--- config.mk ---
export PLATFORM = sky130hd
export DESIGN_NAME = jtpang_sdram_arb
export DESIGN_NICKNAME = d
export VERILOG_FILES = /design/src/rtl/jtpang_sdram_arb.sv
export SDC_FILE = /design/constraint.sdc
export NUM_CORES = 1
export LEC_CHECK = 0
export BUFFER_PORTS_ARGS = -buffer_cell sky130_fd_sc_hd__buf_4
export CORE_UTILIZATION = 25
export CTS_CLUSTER_DIAMETER = 30
export DETAILED_ROUTE_END_ITERATION = 7
export PLACE_DENSITY_LB_ADDON = 0.2
export SLEW_MARGIN = 20
export SYNTH_ARGS = -nofsm -noshare
export SYNTH_HDL_FRONTEND = slang
export SYNTH_SLANG_ARGS = --single-unit
--- constraint.sdc ---
create_clock -name clk -period 3 [get_ports clk]
set_clock_uncertainty 0.05 [all_clocks]
set_input_delay 0.15 -clock clk [delete_from_list [all_inputs] [get_ports clk]]
set_output_delay 0.15 -clock clk [all_outputs]
set_load 0.1 [all_outputs]
--- src/rtl/jtpang_sdram_arb.sv ---
// JTPANG SDRAM arbiter: round-robin bank reads, download-priority prog path,
// single-command PHY sequencing with a per-transaction watchdog.
module jtpang_sdram_arb #(
  parameter int BURST = 2,
  parameter int TMO   = 255
) (
  input  logic        clk,
  input  logic        rst_n,
  input  logic        downloading,
  input  logic [3:0]  ba_rd,
  input  logic [21:0] ba0_addr,
  input  logic [21:0] ba1_addr,
  input  logic [21:0] ba2_addr,
  input  logic [21:0] ba3_addr,
  output logic [3:0]  ba_ack,
  output logic [3:0]  ba_dst,
  output logic [3:0]  ba_dok,
  output logic [3:0]  ba_rdy,
  output logic [15:0] data_read,
  input  logic [21:0] prog_addr,
  input  logic [15:0] prog_data,
  input  logic [1:0]  prog_mask,
  input  logic [1:0]  prog_ba,
  input  logic        prog_we,
  input  logic        prog_rd,
  output logic        prog_ack,
  output logic        prog_rdy,
  output logic        phy_req,
  output logic        phy_wr,
  output logic [1:0]  phy_ba,
  output logic [21:0] phy_addr,
  output logic [15:0] phy_din,
  output logic [1:0]  phy_mask,
  input  logic        phy_ack,
  input  logic        phy_dvld,
  input  logic [15:0] phy_dout,
  input  logic        phy_wdone,
  output logic        tmo_err
);

  typedef enum logic [1:0] {IDLE, ISSUE, RDATA, WDONE} state_t;

  localparam logic [1:0] LAST  = 2'(BURST - 1);
  localparam logic [7:0] WDLIM = 8'(TMO - 1);

  state_t      state_q, state_d;
  logic [1:0]  ptr_q, ptr_d;
  logic [1:0]  ba_q, ba_d;
  logic        prog_q, prog_d;
  logic        wr_q, wr_d;
  logic [21:0] addr_q, addr_d;
  logic [15:0] din_q, din_d;
  logic [1:0]  mask_q, mask_d;
  logic [1:0]  cnt_q, cnt_d;
  logic [7:0]  wd_q, wd_d;
  logic        tmo_q, tmo_d;
  logic [3:0]  ack_q, ack_d;
  logic [3:0]  dst_q, dst_d;
  logic [3:0]  dok_q, dok_d;
  logic [3:0]  rdy_q, rdy_d;
  logic [15:0] data_q, data_d;
  logic        pack_q, pack_d;
  logic        prdy_q, prdy_d;

  logic        found;
  logic [1:0]  pick;
  logic [1:0]  idx;
  logic [21:0] bank_addr;
  logic        wd_hit;

  // Search ptr+1 .. ptr+4 so the last winner has lowest priority
  always_comb begin
    found = 1'b0;
    pick  = ptr_q;
    idx   = '0;
    for (int i = 1; i <= 4; i++) begin
      idx = ptr_q + 2'(i);
      if (!found && ba_rd[idx]) begin
        found = 1'b1;
        pick  = idx;
      end
    end
  end

  always_comb begin
    unique case (pick)
      2'd0: bank_addr = ba0_addr;
      2'd1: bank_addr = ba1_addr;
      2'd2: bank_addr = ba2_addr;
      default: bank_addr = ba3_addr;
    endcase
  end

  assign wd_hit = (wd_q == WDLIM);

  always_comb begin
    state_d = state_q;
    ptr_d   = ptr_q;
    ba_d    = ba_q;
    prog_d  = prog_q;
    wr_d    = wr_q;
    addr_d  = addr_q;
    din_d   = din_q;
    mask_d  = mask_q;
    cnt_d   = cnt_q;
    wd_d    = wd_q;
    tmo_d   = tmo_q;
    data_d  = data_q;
    ack_d   = '0;
    dst_d   = '0;
    dok_d   = '0;
    rdy_d   = '0;
    pack_d  = 1'b0;
    prdy_d  = 1'b0;
    unique case (state_q)
      IDLE: begin
        if (downloading && (prog_we || prog_rd)) begin
          state_d = ISSUE;
          prog_d  = 1'b1;
          wr_d    = prog_we;
          addr_d  = prog_addr;
          ba_d    = prog_ba;
          din_d   = prog_data;
          mask_d  = prog_mask;
          wd_d    = '0;
        end else if (!downloading && found) begin
          state_d = ISSUE;
          prog_d  = 1'b0;
          wr_d    = 1'b0;
          addr_d  = bank_addr;
          ba_d    = pick;
          ptr_d   = pick;
          din_d   = '0;
          mask_d  = '0;
          wd_d    = '0;
        end
      end
      ISSUE: begin
        wd_d = wd_q + 8'd1;
        if (phy_ack) begin
          if (prog_q) pack_d = 1'b1;
          else        ack_d[ba_q] = 1'b1;
          cnt_d   = '0;
          state_d = wr_q ? WDONE : RDATA;
        end else if (wd_hit) begin
          tmo_d   = 1'b1;
          state_d = IDLE;
        end
      end
      RDATA: begin
        wd_d = wd_q + 8'd1;
        if (phy_dvld) begin
          data_d = phy_dout;
          cnt_d  = cnt_q + 2'd1;
          if (!prog_q) begin
            dok_d[ba_q] = 1'b1;
            dst_d[ba_q] = (cnt_q == 2'd0);
            rdy_d[ba_q] = (cnt_q == LAST);
          end
          if (cnt_q == LAST) begin
            prdy_d  = prog_q;
            state_d = IDLE;
          end
        end else if (wd_hit) begin
          tmo_d   = 1'b1;
          state_d = IDLE;
        end
      end
      WDONE: begin
        wd_d = wd_q + 8'd1;
        if (phy_wdone) begin
          prdy_d  = 1'b1;
          state_d = IDLE;
        end else if (wd_hit) begin
          tmo_d   = 1'b1;
          state_d = IDLE;
        end
      end
      default: state_d = IDLE;
    endcase
  end

  always_ff @(posedge clk or negedge rst_n) begin
    if (!rst_n) begin
      state_q <= IDLE;
      ptr_q   <= 2'd3;
      ba_q    <= '0;
      prog_q  <= 1'b0;
      wr_q    <= 1'b0;
      addr_q  <= '0;
      din_q   <= '0;
      mask_q  <= '0;
      cnt_q   <= '0;
      wd_q    <= '0;
      tmo_q   <= 1'b0;
      data_q  <= '0;
      ack_q   <= '0;
      dst_q   <= '0;
      dok_q   <= '0;
      rdy_q   <= '0;
      pack_q  <= 1'b0;
      prdy_q  <= 1'b0;
    end else begin
      state_q <= state_d;
      ptr_q   <= ptr_d;
      ba_q    <= ba_d;
      prog_q  <= prog_d;
      wr_q    <= wr_d;
      addr_q  <= addr_d;
      din_q   <= din_d;
      mask_q  <= mask_d;
      cnt_q   <= cnt_d;
      wd_q    <= wd_d;
      tmo_q   <= tmo_d;
      data_q  <= data_d;
      ack_q   <= ack_d;
      dst_q   <= dst_d;
      dok_q   <= dok_d;
      rdy_q   <= rdy_d;
      pack_q  <= pack_d;
      prdy_q  <= prdy_d;
    end
  end

  assign phy_req   = (state_q == ISSUE);
  assign phy_wr    = wr_q;
  assign phy_ba    = ba_q;
  assign phy_addr  = addr_q;
  assign phy_din   = din_q;
  assign phy_mask  = mask_q;
  assign ba_ack    = ack_q;
  assign ba_dst    = dst_q;
  assign ba_dok    = dok_q;
  assign ba_rdy    = rdy_q;
  assign data_read = data_q;
  assign prog_ack  = pack_q;
  assign prog_rdy  = prdy_q;
  assign tmo_err   = tmo_q;

endmodule

# Yosys cells after proc, flatten, opt, wreduce, memory -nomap -nowiden
# Cells that the tools add are included.
[totals] regBits=93 in_bits=158 out_inout_bits=79
[classes] add_sub_neg=5 order_cmp=6 n_eq_ne=14 mux=68 bitwise=3 reduce_logical=24
[op_table] operator="$pmux 22 s3" count=1
[op_table] operator="$mux 22" count=2
[op_table] operator="$mux 4" count=11
[op_table] operator="$mux 2" count=17
[op_table] operator="$mux 16" count=2
[op_table] operator="$mux 1" count=23
[op_table] operator="$mux 8" count=2
[op_table] operator="$pmux 8 s2" count=1
[op_table] operator="$lt 2x3->1 const B" count=5
[op_table] operator="$add 8x1->8 const B" count=1
[op_table] operator="$and 4x4->4" count=2
[op_table] operator="$bmux 1 s2" count=4
[op_table] operator="$eq 8x8->1 const B" count=1
[op_table] operator="$ne 2x2->1 const B" count=4
[op_table] operator="$pmux 2 s4" count=1
[op_table] operator="$eq 2x1->1 const B" count=3
[op_table] operator="$eq 2x2->1 const B" count=3
[op_table] operator="$logic_and 1x1->1" count=6
[op_table] operator="$logic_not 2->1" count=3
[op_table] operator="$ne 3x3->1 const B" count=2
[op_table] operator="$reduce_and 2->1" count=3
[op_table] operator="$reduce_and 3->1" count=2
[op_table] operator="$add 2x1->2 const B" count=2
[op_table] operator="$add 2x2->2 const B" count=2
[op_table] operator="13 further kinds" count=17

# Logic depth before layout (Yosys ltp)
# Gate-level depths: netlist of the first run.
[depth] word_depth=17 depth_mapped=8

# Worst setup path after synthesis of the first run
# OpenSTA, ideal clock, no wires.
[synth_timing] path_kind="flip-flop to flip-flop" startpoint="reg ptr_q[0]" endpoint="reg addr_q[18] (netlist: phy_addr[18])" arrival_time_ns=1.994 required_time_ns=2.830 setup_slack_ns=0.837 path_stages_with_launch=7 n_path_buf=1 synth_period_minus_slack_ns=2.163 cell_sequence="dfstp_2 > nand3b_1 > inv_2 > nor3_4 > buf_6 > mux4_2 > a31o_1"
[synth_via] elab_chain_len=17 word_cells_on_any_way=34
[synth_rtl] element="start, declared" line_no="47" text="logic [1:0] ptr_q, ptr_d;"
[synth_rtl] element="start signal, assigned" line_no="205" text="ptr_q <= ptr_d;"
[synth_rtl] element="$add 2x1->2" line_no="77" text="idx = ptr_q + 2'(i);"
[synth_rtl] element="$bmux 1 s2" line_no="78" text="if (!found && ba_rd[idx]) begin"
[synth_rtl] element="$mux 1 (implied by the code)" line_no="78"
[synth_rtl] element="$mux 1" line_no="78"
[synth_rtl] element="$logic_not 1->1" line_no="78"
[synth_rtl] element="$logic_and 1x1->1" line_no="78"
[synth_rtl] element="$mux 1" line_no="78"
[synth_rtl] element="$logic_not 1->1" line_no="78"
[synth_rtl] element="$logic_and 1x1->1" line_no="78"
[synth_rtl] element="$mux 1" line_no="78"
[synth_rtl] element="$logic_not 1->1" line_no="78"
[synth_rtl] element="$logic_and 1x1->1" line_no="78"
[synth_rtl] element="$mux 2" line_no="78"
[synth_rtl] element="$eq 2x2->1, or another cell as far along" line_no="86" text="unique case (pick)"
[synth_rtl] element="$pmux 22 s3" line_no="86"
[synth_rtl] element="$mux 22" line_no="126" text="end else if (!downloading && found) begin"
[synth_rtl] element="$mux 22" line_no="117" text="if (downloading && (prog_we || prog_rd)) begin"
[synth_rtl] element="end signal, assigned" line_no="209" text="addr_q <= addr_d;"
[synth_rtl] element="end, declared" line_no="51" text="logic [21:0] addr_q, addr_d;"
# Several ways; a longest one is shown, not always the timed one. The select of a mux whose other input is x is not followed.
# A chain may end at the register's enable or synchronous reset.

# Final worst setup path of the first run
[layout_timing] startpoint="reg ptr_q[0]" endpoint="reg addr_q[12] (netlist: phy_addr[12])"
# Same word-level chain as after synthesis.

==> results of run 1 <==
power by group through the flow:
stage               Clock (mW)  Combinational, mW  Sequential [mW]
finish                    1.06               5.83             2.10
global route              1.17               6.12             2.17
CTS                       1.11               5.87             2.10
detailed placement           0               5.82             2.12
global placement             0               5.76             2.10
floorplan                    0               1.63             4.91
repair_timing:
action,CTS,global route
endpoints found under the hold margin,61,0
hold buffers,37,0
resized for setup,0,0
routing by layer:
layer	part of all wire, %	wire, um
met3	6.1	910
met1	42	6240
met4	1.5	227
met2	51	7630
met5	0	0
layout make-up:
class / count / share of cell area (%)
timing repair buffer: 286 / 30.9
inverter: 10 / 0.517
clock inverter: 5 / 0.483
sequential: 93 / 32.1
multi-input combinational: 278 / 28.9
tap: 229 / 3.95
clock buffer: 11 / 3.21
synth_stat cells, types with 5 or more instances:
| library cell | n | share of area [%] |
|---|---|---|
| sky130_fd_sc_hd__a21oi_1 | 18 | 2.0 |
| sky130_fd_sc_hd__a221oi_1 | 12 | 2.3 |
| sky130_fd_sc_hd__a22o_1 | 27 | 5.1 |
| sky130_fd_sc_hd__a31o_1 | 7 | 1.3 |
| sky130_fd_sc_hd__and2_1 | 9 | 1.2 |
| sky130_fd_sc_hd__buf_2 | 8 | 0.87 |
| sky130_fd_sc_hd__clkbuf_1 | 14 | 1.1 |
| sky130_fd_sc_hd__dfrtp_1 | 91 | 50 |
| sky130_fd_sc_hd__ha_1 | 9 | 2.4 |
| sky130_fd_sc_hd__inv_1 | 9 | 0.73 |
| sky130_fd_sc_hd__mux2_2 | 28 | 6.9 |
| sky130_fd_sc_hd__mux2i_1 | 5 | 1.1 |
| sky130_fd_sc_hd__nand2_1 | 40 | 3.3 |
| sky130_fd_sc_hd__nand2b_1 | 7 | 0.95 |
| sky130_fd_sc_hd__nand3_1 | 8 | 0.87 |
| sky130_fd_sc_hd__nor2_1 | 10 | 0.82 |
| sky130_fd_sc_hd__nor4_1 | 6 | 0.82 |
| sky130_fd_sc_hd__o21ai_0 | 20 | 2.2 |
| sky130_fd_sc_hd__o22ai_1 | 12 | 1.6 |
| sky130_fd_sc_hd__o31ai_1 | 6 | 0.98 |
logic make-up after synthesis:
family,synth area share [%]
AO/OA/AOI/OAI,20.8
AND/OR/NAND/NOR,10.6
flip-flops,50.7
multiplexers,11.7
buffers and inverters,3.81
adder cells (fa/ha/maj),2.45
flip-flops by register name, indices dropped and copies added, names as in the netlist, 4 cells and up:
name,cells
phy_addr,22
data_read,16
phy_din,16
wd_q,8
ba_ack,4
ba_dok,4
ba_dst,4
ba_rdy,4
stage by stage:
step / setup WS, ns / util (%)
after floorplan: 0.837 / -
after global placement: 0.532 / 36.8
after detailed placement: 0.428 / 36.8
after CTS: 0.402 / 40.4
after global routing: 0.280 / 40.4
final: 0.444 / 40.4
layout by cell type, fill, tap and decap left out, types with 3 or more instances in the layout:
cell and count:
sky130_fd_sc_hd__buf_4 249, sky130_fd_sc_hd__dfrtp_1 91, sky130_fd_sc_hd__nand2_1 40, sky130_fd_sc_hd__dlygate4sd3_1 37
sky130_fd_sc_hd__mux2_2 28, sky130_fd_sc_hd__a22o_1 27, sky130_fd_sc_hd__o21ai_0 20, sky130_fd_sc_hd__a21oi_1 18
sky130_fd_sc_hd__a221oi_1 12, sky130_fd_sc_hd__o22ai_1 12, sky130_fd_sc_hd__nor2_1 10, sky130_fd_sc_hd__inv_1 9
sky130_fd_sc_hd__and2_1 9, sky130_fd_sc_hd__ha_1 9, sky130_fd_sc_hd__clkbuf_16 9, sky130_fd_sc_hd__nand3_1 8
sky130_fd_sc_hd__nand2b_1 7, sky130_fd_sc_hd__a31o_1 7, sky130_fd_sc_hd__nor4_1 6, sky130_fd_sc_hd__o31ai_1 6
sky130_fd_sc_hd__mux2i_1 5, sky130_fd_sc_hd__and3_1 4, sky130_fd_sc_hd__a31oi_1 4, sky130_fd_sc_hd__o311ai_0 4
sky130_fd_sc_hd__mux4_1 4, sky130_fd_sc_hd__o211ai_1 4, sky130_fd_sc_hd__nand3b_1 3, sky130_fd_sc_hd__o21a_1 3
sky130_fd_sc_hd__mux4_2 3, sky130_fd_sc_hd__a21o_1 3
how the worst max path moves through the flow:
| stage | startpoint | endpoint | depth (start not counted) |
|---|---|---|---|
| after floorplan | ptr_q[0]$_DFFE_PN1P_ | phy_addr[18]$_DFFE_PN0P_ | 6 |
| after detailed placement | ptr_q[0]$_DFFE_PN1P_ | phy_addr[12]$_DFFE_PN0P_ | 5 |
| after global routing | ptr_q[0]$_DFFE_PN1P_ | phy_addr[12]$_DFFE_PN0P_ | 5 |
| after CTS | ptr_q[0]$_DFFE_PN1P_ | phy_addr[12]$_DFFE_PN0P_ | 5 |
| final | ptr_q[0]$_DFFE_PN1P_ | phy_addr[12]$_DFFE_PN0P_ | 5 |
| after global placement | ptr_q[0]$_DFFE_PN1P_ | phy_addr[16]$_DFFE_PN0P_ | 5 |
critical path, stage by stage, from the launching register on:
cell,delay (ns)
sky130_fd_sc_hd__dfstp_2,0.64
sky130_fd_sc_hd__nand3b_1,0.28
sky130_fd_sc_hd__inv_2,0.07
sky130_fd_sc_hd__nor3_4,0.53
sky130_fd_sc_hd__mux4_1,0.64
sky130_fd_sc_hd__a31o_1,0.23
==> results_dict.tcl, run 1 <==
set metrics [dict create \
    setup_viol 0 \
    finalHoldWorstSlack_ns 0.0331 \
    timing.reg2reg.worst_path_depth 5 \
    routed-via-count 4448 \
    clock.fmax_mhz 391 \
    irDropWorstVdd_uv 472 \
    flow.area_growth_from_synthesis_pct 57.9 \
    die_height_um 138 \
    worstSetupEndpointType "register" \
    timing.setup.tns_ns 0 \
    number_of_nets_in_the_finished_design 845 \
    synth.yosys.seq_area_share_pct 50.7 \
    combined_area_of_the_multi_input_logic_cells_sq_mm 0.00210 \
    die_w_um 138 \
    crit-reg2reg-capture "phy_addr[12]$_DFFE_PN0P_" \
    groute.layer.met2.usage_pct 27.3 \
    grt_max_degree 36 \
    timing.setup.critical_path_class "register to register" \
    static_leakage_power_nw 3.49 \
    use_met3_pct 4.16 \
    dp_hpwl_um 11200 \
    hold_path_depth 3 \
    synthesis.area_sq_mm 0.00460 \
    gp_routability_congestion 0.803 \
    seq_power_share_pct 23.3 \
    clock_latency_ns 0.34 \
    required_ns 3.19 \
    drt.antenna.violating_nets 0 \
    share_clk_of_total_power_pct 11.8 \
    first_pass_grt_wire_length_um 22900 \
    cts_inserted_buffers 9 \
    instances_no_fill 912 \
    cts-htree-levels 3 \
    power-per-cell-area_mw_per_mm2 1240 \
    start_kind "register" \
    clock_tree_from_tritoncts "built" \
    global_route.usage.total_pct 15.9 \
    synthFlopType "sky130_fd_sc_hd__dfrtp_1" \
    cap_violations 0 \
    post-cts-setup-buffer-count 0 \
    synth_fp_nets 576 \
    power.total_mw 8.99 \
    yosys_warning_count 0 \
    synth.ff_latch_count 93 \
    core.rowCount 49 \
    power.switching_mw 5.15 \
    seq_area_sq_mm 0.00233 \
    synth-edff-count 0 \
    grt_busiest_layer "met2" \
    routed_via_density 4.88 \
    io_buffers 236 \
    finalInstanceArea_sq_mm 0.00726 \
    dpl_cell_area_sq_mm 0.00662 \
    clock_transition_at_the_register_clock_pins_on_the_worst_setup_and_hold_paths_after_cts_ns 0.07 \
    routedWlPerCell_um 16.5 \
    timing.hold.worst_endpoint "phy_addr[19]$_DFFE_PN0P_" \
    timing.final.crit_share_pct 85.2 \
    antenna_found_initial 0 \
    grt_setup_unrepaired "false" \
    p_int_mw 3.84 \
    clockRootBuffer "sky130_fd_sc_hd__clkbuf_16" \
    ctsLongestPathBuffers 2 \
    r2r_startpoint "ptr_q[0]$_DFFE_PN1P_" \
    drc 0 \
    timing_max_transition_violations_final 0 \
    hold_path.startpoint "prog_addr[19]" \
    setup.reg_to_reg.worst_slack_ns 0.44 \
    synth.lib_cells_used.distinct 50 \
    die_area_sq_mm 0.0189 \
    placeableCoreArea_sq_mm 0.0180 \
    timing.critical_path.fanout_max 12 \
    clock_sinks 93 \
    diodes 0 \
    grt_pass1_vias 4440 \
    slew-limit-headroom_pct 35.4 \
    initial_core_util_pct 25.6 \
    tightest_slew_ns 0.962 \
    synth-async-reset-ratio_pct 100 \
    period_needed_ns 2.56 \
    detail_route.first_pass.iterations 4 \
    post_synth_inst_count 409 \
    top_level_ports 237 \
    swShare_pct 57.3 \
    timing.critical_path.arrival_ns 2.74 \
    timing.final.hold_violations 0 \
    initial_drc_count 175 \
    power.share.combinational_pct 64.8 \
    syn_area_per_cell_sq_um 11.2 \
    wl_um 15000 \
    fraction_of_layout_instances_using_a_drive_strength_above_1_pct 44.2 \
    final.fill_count 1813 \
    worst_hold_path_type "input pin to register" \
    status "finished, final reports clean" \
    dp_cells 859 \
    globalRouteOverflowTotal 0 \
    met1_usage_pct 19.1 \
]
No activity file was read; power rests on OpenSTA's default activity.
==> run 2: changes to the inputs <==
RECOVER_POWER = 100   (was default)
==> results_dict.tcl, run 2 (synthesized netlist as in run 1, its figures left out) <==
set metrics [dict create \
    seq_power_share_pct 24.2 \
    power.total_mw 8.61 \
    timing.setup.tns_ns 0 \
    die_w_um 138 \
    flow.area_growth_from_synthesis_pct 50.9 \
    io_buffers 236 \
    initial_drc_count 178 \
    layout_setup_ws_ns 0.332 \
    drc 0 \
    timing.final.hold_violations 0 \
    first_pass_grt_wire_length_um 22900 \
    dpl_cell_area_sq_mm 0.00662 \
    cts-htree-levels 3 \
    timing_max_transition_violations_final 28 \
    layout.cells.most_common_list "sky130_fd_sc_hd__buf_4, sky130_fd_sc_hd__dfrtp_1, sky130_fd_sc_hd__clkbuf_1" \
    routed-via-count 4470 \
    gp_routability_congestion 0.803 \
    slew-limit-headroom_pct -6.40 \
    worstSetupEndpointType "register" \
    clock.fmax_mhz 375 \
    clock_transition_at_the_register_clock_pins_on_the_worst_setup_and_hold_paths_after_cts_ns 0.07 \
    swShare_pct 59.8 \
    clock_sinks 93 \
    finalInstanceArea_sq_mm 0.00694 \
    timing.setup.critical_path_class "register to register" \
    drt.antenna.violating_nets 0 \
    violations_in_the_final_reports "capacitance limit, slew limit" \
    die_area_sq_mm 0.0189 \
    status "finished, violations left" \
    fraction_of_layout_instances_using_a_drive_strength_above_1_pct 31.5 \
    share_clk_of_total_power_pct 12.4 \
    ctsLongestPathBuffers 2 \
    period_needed_ns 2.67 \
    antenna_found_initial 0 \
    power-per-cell-area_mw_per_mm2 1240 \
    detailedPlace.worstSlack_ns 0.428 \
    grt_setup_unrepaired "false" \
    initial_core_util_pct 25.6 \
    cap_violations 1 \
    diodes 0 \
    clock_latency_ns 0.34 \
    placeableCoreArea_sq_mm 0.0180 \
    routed_via_density 4.90 \
    grt_max_degree 36 \
    instances_no_fill 912 \
    timing.critical_path.fanout_max 14 \
    flip_flop_count_of_the_largest_register_after_layout 22 \
    number_of_nets_in_the_finished_design 845 \
    clockRootBuffer "sky130_fd_sc_hd__clkbuf_16" \
    global_route.usage.total_pct 15.9 \
    tightest_slew_ns 1.60 \
    wl_um 15000 \
    power.share.combinational_pct 63.4 \
    die_height_um 138 \
    irDropWorstVdd_uv 443 \
    core.rowCount 49 \
    layout.cells.most_common "sky130_fd_sc_hd__buf_4" \
    p_int_mw 3.46 \
    setup_viol 0 \
    final.fill_count 1894 \
    detail_route.first_pass.iterations 6 \
    hold_buffers 37 \
    start_kind "register" \
    globalRouteOverflowTotal 0 \
    static_leakage_power_nw 3.15 \
    power.switching_mw 5.15 \
    worst_hold_path_type "input pin to register" \
    dp_cells 859 \
    cts_inserted_buffers 9 \
    routedWlPerCell_um 16.5 \
    clock_tree_from_tritoncts "built" \
    finalHoldWorstSlack_ns 0.0317 \
    required_ns 3.17 \
    post_cts_resize_count 0 \
    timing.final.crit_share_pct 88.9 \
    grt_pass1_vias 4440 \
    post-cts-setup-buffer-count 0 \
    final_util_pct 38.6 \
    dp_hpwl_um 11200 \
    timing.critical_path.arrival_ns 2.84 \
    top_level_ports 237 \
]
run 2: changes by cell type in the layout (fill, tap and decap cells not counted), sizes merged:
cell,delta
buf,-86
clkbuf,+86
run 2: critical path, stage by stage (launching register included):
cell	delay, ns
sky130_fd_sc_hd__dfstp_1	0.73
sky130_fd_sc_hd__mux2i_1	0.13
sky130_fd_sc_hd__a222oi_1	0.41
sky130_fd_sc_hd__clkbuf_1	0.66
sky130_fd_sc_hd__mux2_2	0.42
sky130_fd_sc_hd__nand2_1	0.08
sky130_fd_sc_hd__a21oi_1	0.08
run 2: final timing paths:
kind | from | end | slack [ns] | depth (start not counted)
max | ptr_q[1]$_DFFE_PN1P_ | phy_addr[6]$_DFFE_PN0P_ | 0.33 | 6
min | prog_addr[19] | phy_addr[19]$_DFFE_PN0P_ | 0.03 | 3
max reg2reg | ptr_q[1]$_DFFE_PN1P_ | phy_addr[6]$_DFFE_PN0P_ | 0.33 | 6
min reg2reg | wd_q[7]$_DFFE_PN0P_ | wd_q[7]$_DFFE_PN0P_ | 0.45 | 1
max in group asynchronous | rst_n | ba_ack[0]$_DFF_PN0_ | 0.66 | 3
min in group asynchronous | rst_n | data_read[10]$_DFFE_PN0P_ | 0.69 | 2
run 2: power groups by stage:
stage | Clock [mW] | Sequential (mW) | Combinational [mW]
after global placement | 0 | 2.10 | 5.76
after detailed placement | 0 | 2.12 | 5.82
final | 1.06 | 2.09 | 5.46
after floorplan | 0 | 4.91 | 1.63
after CTS | 1.11 | 2.10 | 5.87
after global routing | 1.17 | 2.16 | 5.73
run 2: cell type report:
cell class	count	area (sq um)	area share (%)
inverter	10	37.5	0.541
timing repair buffer	286	1920	27.7
multi-input combinational	278	2100	30.2
tap	229	287	4.13
sequential	93	2330	33.6
clock inverter	5	35.0	0.505
clock buffer	11	233	3.36
run 2: routing by layer:
layer	vias to the layer above	routed length, um	part of all wire (%)	GRT usage [%]
met3	26	997	6.6	4.16
met4	0	290	1.9	5.37
met1	2187	6210	41	19.1
met5	-	0	0	0
li1	2082	-	-	-
met2	175	7540	50	27.3
